File: src/rtl/hamming_pkg.sv
// Shared definitions for the Hamming(21,16) + overall-parity SECDED counter path.
// The counter-side encoder and hamming_secded_decoder both use these helpers.
package hamming_pkg;
    localparam int DATA_W = 16;
    localparam int CODE_W = 22;
    localparam int NPAR   = 5;

    typedef logic [CODE_W-1:0] code_t;

    // Hamming position of data bits d0..d15; power-of-two positions hold check bits
    localparam int DATA_POS [DATA_W] = '{3, 5, 6, 7, 9, 10, 11, 12, 13, 14, 15, 17, 18, 19, 20, 21};

    function automatic logic [NPAR-1:0] calc_syndrome(input code_t code);
        logic [NPAR-1:0] syn;
        syn = '0;
        for (int i = 1; i < CODE_W; i++) begin
            if (code[NPAR'(i)]) syn = syn ^ NPAR'(i);
        end
        return syn;
    endfunction

    function automatic logic calc_parity(input code_t code);
        return ^code;
    endfunction

    function automatic logic [DATA_W-1:0] extract_data(input code_t code);
        logic [DATA_W-1:0] data;
        data = '0;
        for (int i = 0; i < DATA_W; i++) begin
            data[4'(i)] = code[NPAR'(DATA_POS[i])];
        end
        return data;
    endfunction
endpackage

File: src/rtl/hamming_syndrome.sv
// Combinational syndrome and overall-parity generator for one SECDED codeword.
module hamming_syndrome
    import hamming_pkg::*;
(
    input  code_t           code,
    output logic [NPAR-1:0] syn,
    output logic            par
);
    assign syn = calc_syndrome(code);
    assign par = calc_parity(code);
endmodule

File: src/rtl/hamming_secded_decoder.sv
// SECDED decoder for the protected 16-bit counter path: two-stage valid/ready pipeline
// that corrects single-bit errors, flags double-bit errors and keeps saturating counts.
module hamming_secded_decoder
    import hamming_pkg::*;
#(
    parameter int CNT_W = 16
) (
    input  logic              clk,
    input  logic              rst,
    input  logic              in_valid,
    output logic              in_ready,
    input  logic [CODE_W-1:0] in_code,
    output logic              out_valid,
    input  logic              out_ready,
    output logic [DATA_W-1:0] out_data,
    output logic              out_sec,
    output logic              out_ded,
    input  logic              clr_cnt,
    output logic [CNT_W-1:0]  sec_count,
    output logic [CNT_W-1:0]  ded_count
);
    code_t           s1_code;
    logic [NPAR-1:0] s1_syn;
    logic            s1_par;
    logic            v1;
    logic [NPAR-1:0] syn;
    logic            par;
    code_t           fixed_code;
    logic            dec_sec;
    logic            dec_ded;
    logic            load2;

    hamming_syndrome u_syndrome (
        .code (in_code),
        .syn  (syn),
        .par  (par)
    );

    assign load2    = !out_valid || out_ready;
    assign in_ready = !v1 || load2;

    always_ff @(posedge clk or negedge rst) begin
        if (!rst) begin
            v1      <= 1'b0;
            s1_code <= '0;
            s1_syn  <= '0;
            s1_par  <= 1'b0;
        end else if (in_ready) begin
            v1 <= in_valid;
            if (in_valid) begin
                s1_code <= in_code;
                s1_syn  <= syn;
                s1_par  <= par;
            end
        end
    end

    // Syndrome 0 with bad parity flips bit 0, which carries no data, so it shares the fix path
    always_comb begin
        fixed_code = s1_code;
        dec_sec    = 1'b0;
        dec_ded    = 1'b0;
        if (s1_par) begin
            if (s1_syn <= NPAR'(CODE_W - 1)) begin
                dec_sec            = 1'b1;
                fixed_code[s1_syn] = ~s1_code[s1_syn];
            end else begin
                dec_ded = 1'b1;
            end
        end else if (s1_syn != '0) begin
            dec_ded = 1'b1;
        end
    end

    always_ff @(posedge clk or negedge rst) begin
        if (!rst) begin
            out_valid <= 1'b0;
            out_data  <= '0;
            out_sec   <= 1'b0;
            out_ded   <= 1'b0;
        end else if (load2) begin
            out_valid <= v1;
            if (v1) begin
                out_data <= extract_data(fixed_code);
                out_sec  <= dec_sec;
                out_ded  <= dec_ded;
            end
        end
    end

    always_ff @(posedge clk or negedge rst) begin
        if (!rst) begin
            sec_count <= '0;
            ded_count <= '0;
        end else if (clr_cnt) begin
            sec_count <= '0;
            ded_count <= '0;
        end else if (out_valid && out_ready) begin
            if (out_sec && (sec_count != '1)) sec_count <= sec_count + CNT_W'(1);
            if (out_ded && (ded_count != '1)) ded_count <= ded_count + CNT_W'(1);
        end
    end
endmodule

File: config.mk
export PLATFORM = sky130hd
export DESIGN_NAME = hamming_secded_decoder
export DESIGN_NICKNAME = d
export VERILOG_FILES = /design/src/rtl/hamming_pkg.sv /design/src/rtl/hamming_syndrome.sv /design/src/rtl/hamming_secded_decoder.sv
export SDC_FILE = /design/constraint.sdc
export NUM_CORES = 1
export LEC_CHECK = 0
export ABC_AREA = 1
export CELL_PAD_IN_SITES_DETAIL_PLACEMENT = 0
export CELL_PAD_IN_SITES_GLOBAL_PLACEMENT = 1
export CORE_MARGIN = 3
export CORE_UTILIZATION = 38
export CTS_CLUSTER_DIAMETER = 80
export DETAILED_ROUTE_END_ITERATION = 8
export PLACE_DENSITY_LB_ADDON = 0.1
export SLEW_MARGIN = 10
export SYNTH_ARGS = -nofsm -noshare
export SYNTH_HDL_FRONTEND = slang
export SYNTH_HIERARCHICAL = 1
export SYNTH_SLANG_ARGS = --single-unit
File: constraint.sdc
create_clock -name clk -period 1.9 [get_ports clk]
set_clock_uncertainty 0.05 [all_clocks]
set_input_delay 0.475 -clock clk [delete_from_list [all_inputs] [get_ports clk]]
set_output_delay 0.475 -clock clk [all_outputs]
set_load 0.02 [all_outputs]
==> reports/metrics.csv, run 1 <==
metric,value,unit
syn_area,4540,µm²
fin_crit_sh,0.960,
end_kind,output port,
synthToLayoutAreaGrowth,33.3,%
fp.dieArea,13300,µm²
clkTransAtPathRegs,0.05,ns
power_density,835,nW/µm²
layout-drive-gt1-share,0.126,
grt.met1_usage,0.224,
cpMaxStageDelayCell,clkdlybuf4s50_1,
antenna_found_initial,0,
ys.flop_type,dfrtp_1,
cts.sinks,72,
num_rows,39,
post_dp_cell_area,5730,µm²
vias,4325,
critPathRequiredTime,1.37,ns
dp_slack,-0.328,ns
grt_max_degree,73,
hold_path.class,input port to asynchronous set/reset pin,
nNetsFinal,796,
power.share.clock,0.332,
p_int,3.43,mW
clkLatencyLatePin,0.34,ns
yosys_warnings,6,
peakVddDrop,0.508,mV
routed_wl,11400,µm
rsz0062_at_grt,yes,
synth_top_area_cell,dfrtp_1,
grt-ovfl-total,0,
grt_pass1_vias,4141,
p_switching,1.63,mW
cap_violations,0,
crit_path_max_incr_delay,0.61,ns
cts_made_buffers,9,
routedWlPerCell,12.5,µm
cp_max_fo,2,
fill_cells,1163,
port-buffer-count,70,
cts-hold-fix-buffers,0,
layout_min_cycle_time,1.82,ns
multi_input_area,2400,µm²
cts_tree,built,
slew_viol_final,0,
die_x,115,µm
path_delay_family,buffers and inverters,
viasPerCell,4.73,
drc_errors,0,
clk_path_buf_depth,2,
drt_iter0_markers,320,
path_class,flop to output port,
ys_seq_area_frac,0.397,
worst-path-buf-inv,1,
gr-usage-all-layers,0.184,
regArea,1800,µm²
hold_viol,0,
post_cts_buffers,0,
synth_commonest_cells,"230 x nand2_1, 87 x nor2_1, 72 x dfrtp_1, 58 x inv_1, 45 x nand3_1",
yosys.cell_count.top_type,nand2_1,
yosysUniqueCellTypes,35,
diodes,0,
cts_root_buf,clkbuf_16,
initial_core_util,0.393,
grt_pass1_wl,19500,µm
antenna_left,0,
die_h,115,µm
synth_seq_cells,72,
seq_power_share,0.369,
grt_use_met2,0.318,
status,finished clean,
coreArea,11600,µm²
synth_edf_count,0,
fmax,548,MHz
path_cells,clkdlybuf4s50_1,
ys_top_cells_by_area,"dfrtp_1 40%, nand2_1 19%, nor2_1 7.2%, nand3_1 5.0%, inv_1 4.8%",
use_met3,0.0453,
grt-busiest-layer,met2,
fin_ws,0.0753,ns
final_cell_area,6060,µm²
pwr-share-comb,0.298,
critPathLaunchType,flop,
synth_cells,650,
drtPass1Iterations,4,
synth-async-reset-ratio,1.00,
p_sw_frac,0.322,
leakage,3.31,nW
syn_avg_cell_area,6.99,µm²
ios,79,
p_total,5.05,mW
place_congestion,0.874,
htree_num_levels,3,
arrival,1.30,ns
setup_viol,0,
synth_top_area_frac,0.397,
dp_hpwl,8630,µm
==> repair_timing <==
action | in CTS | in global routing
resized for setup | 31 | 21
pin swaps | 0 | 1
endpoints found under the setup margin | 29 | 19
==> power by group through the flow <==
stage	sequential, mW	combinational [mW]	clock [mW]
finish	1.87	1.51	1.68
global route	1.90	1.71	1.80
CTS	1.87	1.53	1.73
detailed placement	1.90	1.53	0
global placement	1.89	1.53	0
floorplan	1.97	0.789	0
==> final timing paths <==
kind                              from            end  slack (ns)  cells after the start
max                            out_ded        out_ded        0.08                      1
min                                rst  sec_count[13]        0.11                      2
max reg2reg                  s1_syn[1]    out_data[2]        0.23                      9
min reg2reg                out_data[2]    out_data[2]        0.43                      2
max in group asynchronous          rst    s1_code[16]        1.38                      2
min in group clk           out_data[2]    out_data[2]        0.43                      2
==> state kept, by name, summed over array words and instances, names as in the netlist <==
register   cells
out_valid      1
v1             1
sec_count     16
s1_par         1
s1_code       22
out_data       8
out_sec        1
ded_count     16
s1_syn         5
out_ded        1
==> per-layer routing <==
metal,vias to the layer above,wire [µm]
met3,13,540
met4,0,201
met2,82,5660
met5,-,0
met1,1977,5010
li1,2253,-
==> placed cells by master, fill, tap and decap left out, types with 2 or more instances in the layout <==
cell	Yosys	final
buf_12	1	4
clkbuf_16	0	9
buf_4	10	48
nand3_1	45	44
clkinv_1	2	2
nor2_1	87	86
or2_2	3	3
nand3_2	2	3
nand4_1	10	10
ha_1	2	2
inv_1	58	58
dlygate4sd2_1	0	28
mux2_2	6	6
o21ai_1	3	3
a21oi_1	26	26
dfrtp_1	72	72
nand2_4	2	2
nand2_2	3	5
clkbuf_8	0	5
nor3_1	5	5
dlymetal6s2s_1	0	15
xnor2_1	16	15
clkdlybuf4s50_1	0	25
nand3b_1	3	3
o21ai_0	10	10
clkinv_2	0	2
buf_2	7	2
nand2_1	230	228
xor2_1	23	23
nor2_2	3	4
conb_1	2	9
o31ai_1	6	6
==> per-stage QoR <==
stage          utilization   TNS (ns)  cells  hold slack (ns)
2_1_floorplan            -          0    657            0.129
3_3_place_gp         0.496      -1.60    899            0.419
3_5_place_dp         0.496      -2.81    899            0.419
4_1_cts              0.519          0    915            0.128
5_1_grt              0.524  -0.000797    915            0.143
6_report             0.524          0    915            0.113
==> final cells by class <==
class | instances | share of cell area
clock buffer | 14 | 0.0486
clock inverter | 2 | 0.00165
inverter | 62 | 0.0393
multi-input combinational | 500 | 0.396
sequential | 72 | 0.298
tap | 143 | 0.0295
timing repair buffer | 122 | 0.187
==> cells by family (layout without fill, tap and decap cells) <==
logic type / Yosys count / count (layout) / share of synthesized area
AO/OA/AOI/OAI: 48 / 48 / 0.0579
XOR/XNOR: 39 / 39 / 0.0752
adder cells (fa/ha/maj): 2 / 2 / 0.00551
buffers and inverters: 85 / 200 / 0.0851
flip-flops: 72 / 72 / 0.397
multiplexers: 6 / 6 / 0.0149
other: 2 / 9 / 0.00165
AND/OR/NAND/NOR: 396 / 396 / 0.363
Power figures use the tool's default switching activity.
==> inputs of run 2 (changes only) <==
- clock period: 1.9 -> 1.97 ns (I/O delays scaled with it)
==> run 2 against run 1 <==
Die area unchanged; register-to-register slack worse by 0.03 ns; worst hold slack better by 0.0057 ns; sequential share of layout area about the same; highest routed layer unchanged; design area down 0.10%; largest cell class unchanged.
==> reports/metrics.csv, run 2 (same netlist as run 1, synthesis figures left out) <==
metric,value,unit,change
largest_reg_flops,22,,unchanged
initial_core_util,0.393,,unchanged
cts.sinks,72,,unchanged
gr-usage-all-layers,0.182,,was 0.184
die_h,115,µm,unchanged
grt_max_degree,73,,unchanged
dp_hpwl,8710,µm,was 8630 µm
grt_pass1_wl,19400,µm,was 19500 µm
fp.dieArea,13300,µm²,unchanged
cp_max_fo,2,,unchanged
port-buffer-count,70,,unchanged
vias,4313,,was 4325
status,finished clean,,unchanged
p_sw_frac,0.320,,was 0.322
path_class,input port to output port,,was flop to output port
fin_util,0.523,,was 0.524
hold_path.class,input port to asynchronous set/reset pin,,unchanged
cts_root_buf,clkbuf_16,,unchanged
routed_wl,11400,µm,about the same
cap_violations,0,,unchanged
top_register,s1_code,,unchanged
end_kind,output port,,unchanged
nNetsFinal,792,,was 796
layout_min_cycle_time,1.93,ns,
layout-drive-gt1-share,0.113,,was 0.126
leakage,3.28,nW,was 3.31 nW
diodes,0,,unchanged
p_total,4.96,mW,was 5.05 mW
cts_made_buffers,9,,unchanged
clkTransAtPathRegs,0.06,ns,was 0.05 ns
fin_crit_sh,0.981,,
drtPass1Iterations,5,,was 4
die_x,115,µm,unchanged
place_congestion,0.871,,was 0.874
setup_viol,0,,unchanged
arrival,1.39,ns,was 1.30 ns
antenna_found_initial,0,,unchanged
num_rows,39,,unchanged
clkLatencyLatePin,0.34,ns,about the same
rsz0062_at_grt,no,,was yes
viasPerCell,4.74,,was 4.73
grt_pass1_vias,4182,,was 4141
power.share.clock,0.346,,was 0.332
seq_power_share,0.365,,was 0.369
clk_path_buf_depth,2,,unchanged
p_int,3.37,mW,was 3.43 mW
grt-ovfl-total,0,,unchanged
synthToLayoutAreaGrowth,33.2,%,was 33.3%
critPathLaunchType,input port,,was flop
power_density,819,nW/µm²,was 835 nW/µm²
final_common_cell,nand2_1,,unchanged
slew_viol_final,0,,unchanged
critPathRequiredTime,1.43,ns,was 1.37 ns
htree_num_levels,3,,unchanged
cts_tree,built,,unchanged
routedWlPerCell,12.6,µm,was 12.5 µm
antenna_left,0,,unchanged
peakVddDrop,0.617,mV,was 0.508 mV
hold_viol,0,,unchanged
fmax,518,MHz,
final_cell_mix,"230 x nand2_1, 87 x nor2_1, 72 x dfrtp_1, 58 x inv_1, 45 x nand3_1",,"was 228 x nand2_1, 86 x nor2_1, 72 x dfrtp_1, 58 x inv_1, 48 x buf_4"
top_regs,"s1_code x22, ded_count x16, sec_count x16",,unchanged
ios,79,,unchanged
pwr-share-comb,0.289,,was 0.298
drc_errors,0,,unchanged
drt_iter0_markers,283,,was 320
coreArea,11600,µm²,unchanged
p_switching,1.58,mW,was 1.63 mW
run 2: what timing repair did:
item / CTS / global route
setup endpoints to repair: 12 / 14
resized for setup: 14 / 14
hold buffers: 0 / 0
buffers inserted: 0 / 0
run 2: worst max-delay path, stage by stage:
cell and delay (ns):
clkdlybuf4s50_1 0.48, inv_1 0.06, nand3_1 0.09, clkdlybuf4s15_2 0.27
run 2: area by class of cell:
cell class	count	area (µm²)
fillers	1167	5520
multi-input cells	500	2380
flip-flops and latches	72	1800
repair buffers	118	1140
inverters	62	238
clock buffers	9	225
well taps	143	179
clock inverters	6	85.1
run 2: per-layer routing:
layer	GRT usage	wire [µm]	vias up
met5	0	0	-
met2	0.324	5830	69
met4	0.0485	134	0
li1	-	-	2243
met1	0.224	5100	1990
met3	0.0395	386	11
run 2: stage by stage:
stage	hold WS, ns	setup TNS, ns	std cells	setup slack, ns	cell area (µm²)
2_1_floorplan	0.147	0	657	0.115	4570
3_3_place_gp	0.418	-0.704	895	-0.274	5720
3_5_place_dp	0.419	-1.16	895	-0.312	5720
4_1_cts	0.147	0	910	0.00286	6010
5_1_grt	0.147	0	910	0.000843	6050
6_report	0.119	0	910	0.0382	6050
run 2: final timing paths:
check,startpoint,slack (ns),cells past startpoint,to
min,rst,0.12,2,sec_count[11]
min in group clk,out_data[2],0.43,2,out_data[2]
max,out_ready,0.04,4,in_ready
max in group asynchronous,rst,1.43,2,s1_code[2]
min reg2reg,out_data[2],0.43,2,out_data[2]
max reg2reg,ded_count[0],0.20,10,ded_count[6]
run 2: power by group through the flow:
stage	clock network [mW]	registers, mW	logic (mW)
after floorplan	0	1.90	0.761
after global placement	0	1.83	1.44
after detailed placement	0	1.84	1.45
after CTS	1.76	1.81	1.46
after global routing	1.82	1.84	1.62
final	1.71	1.81	1.43
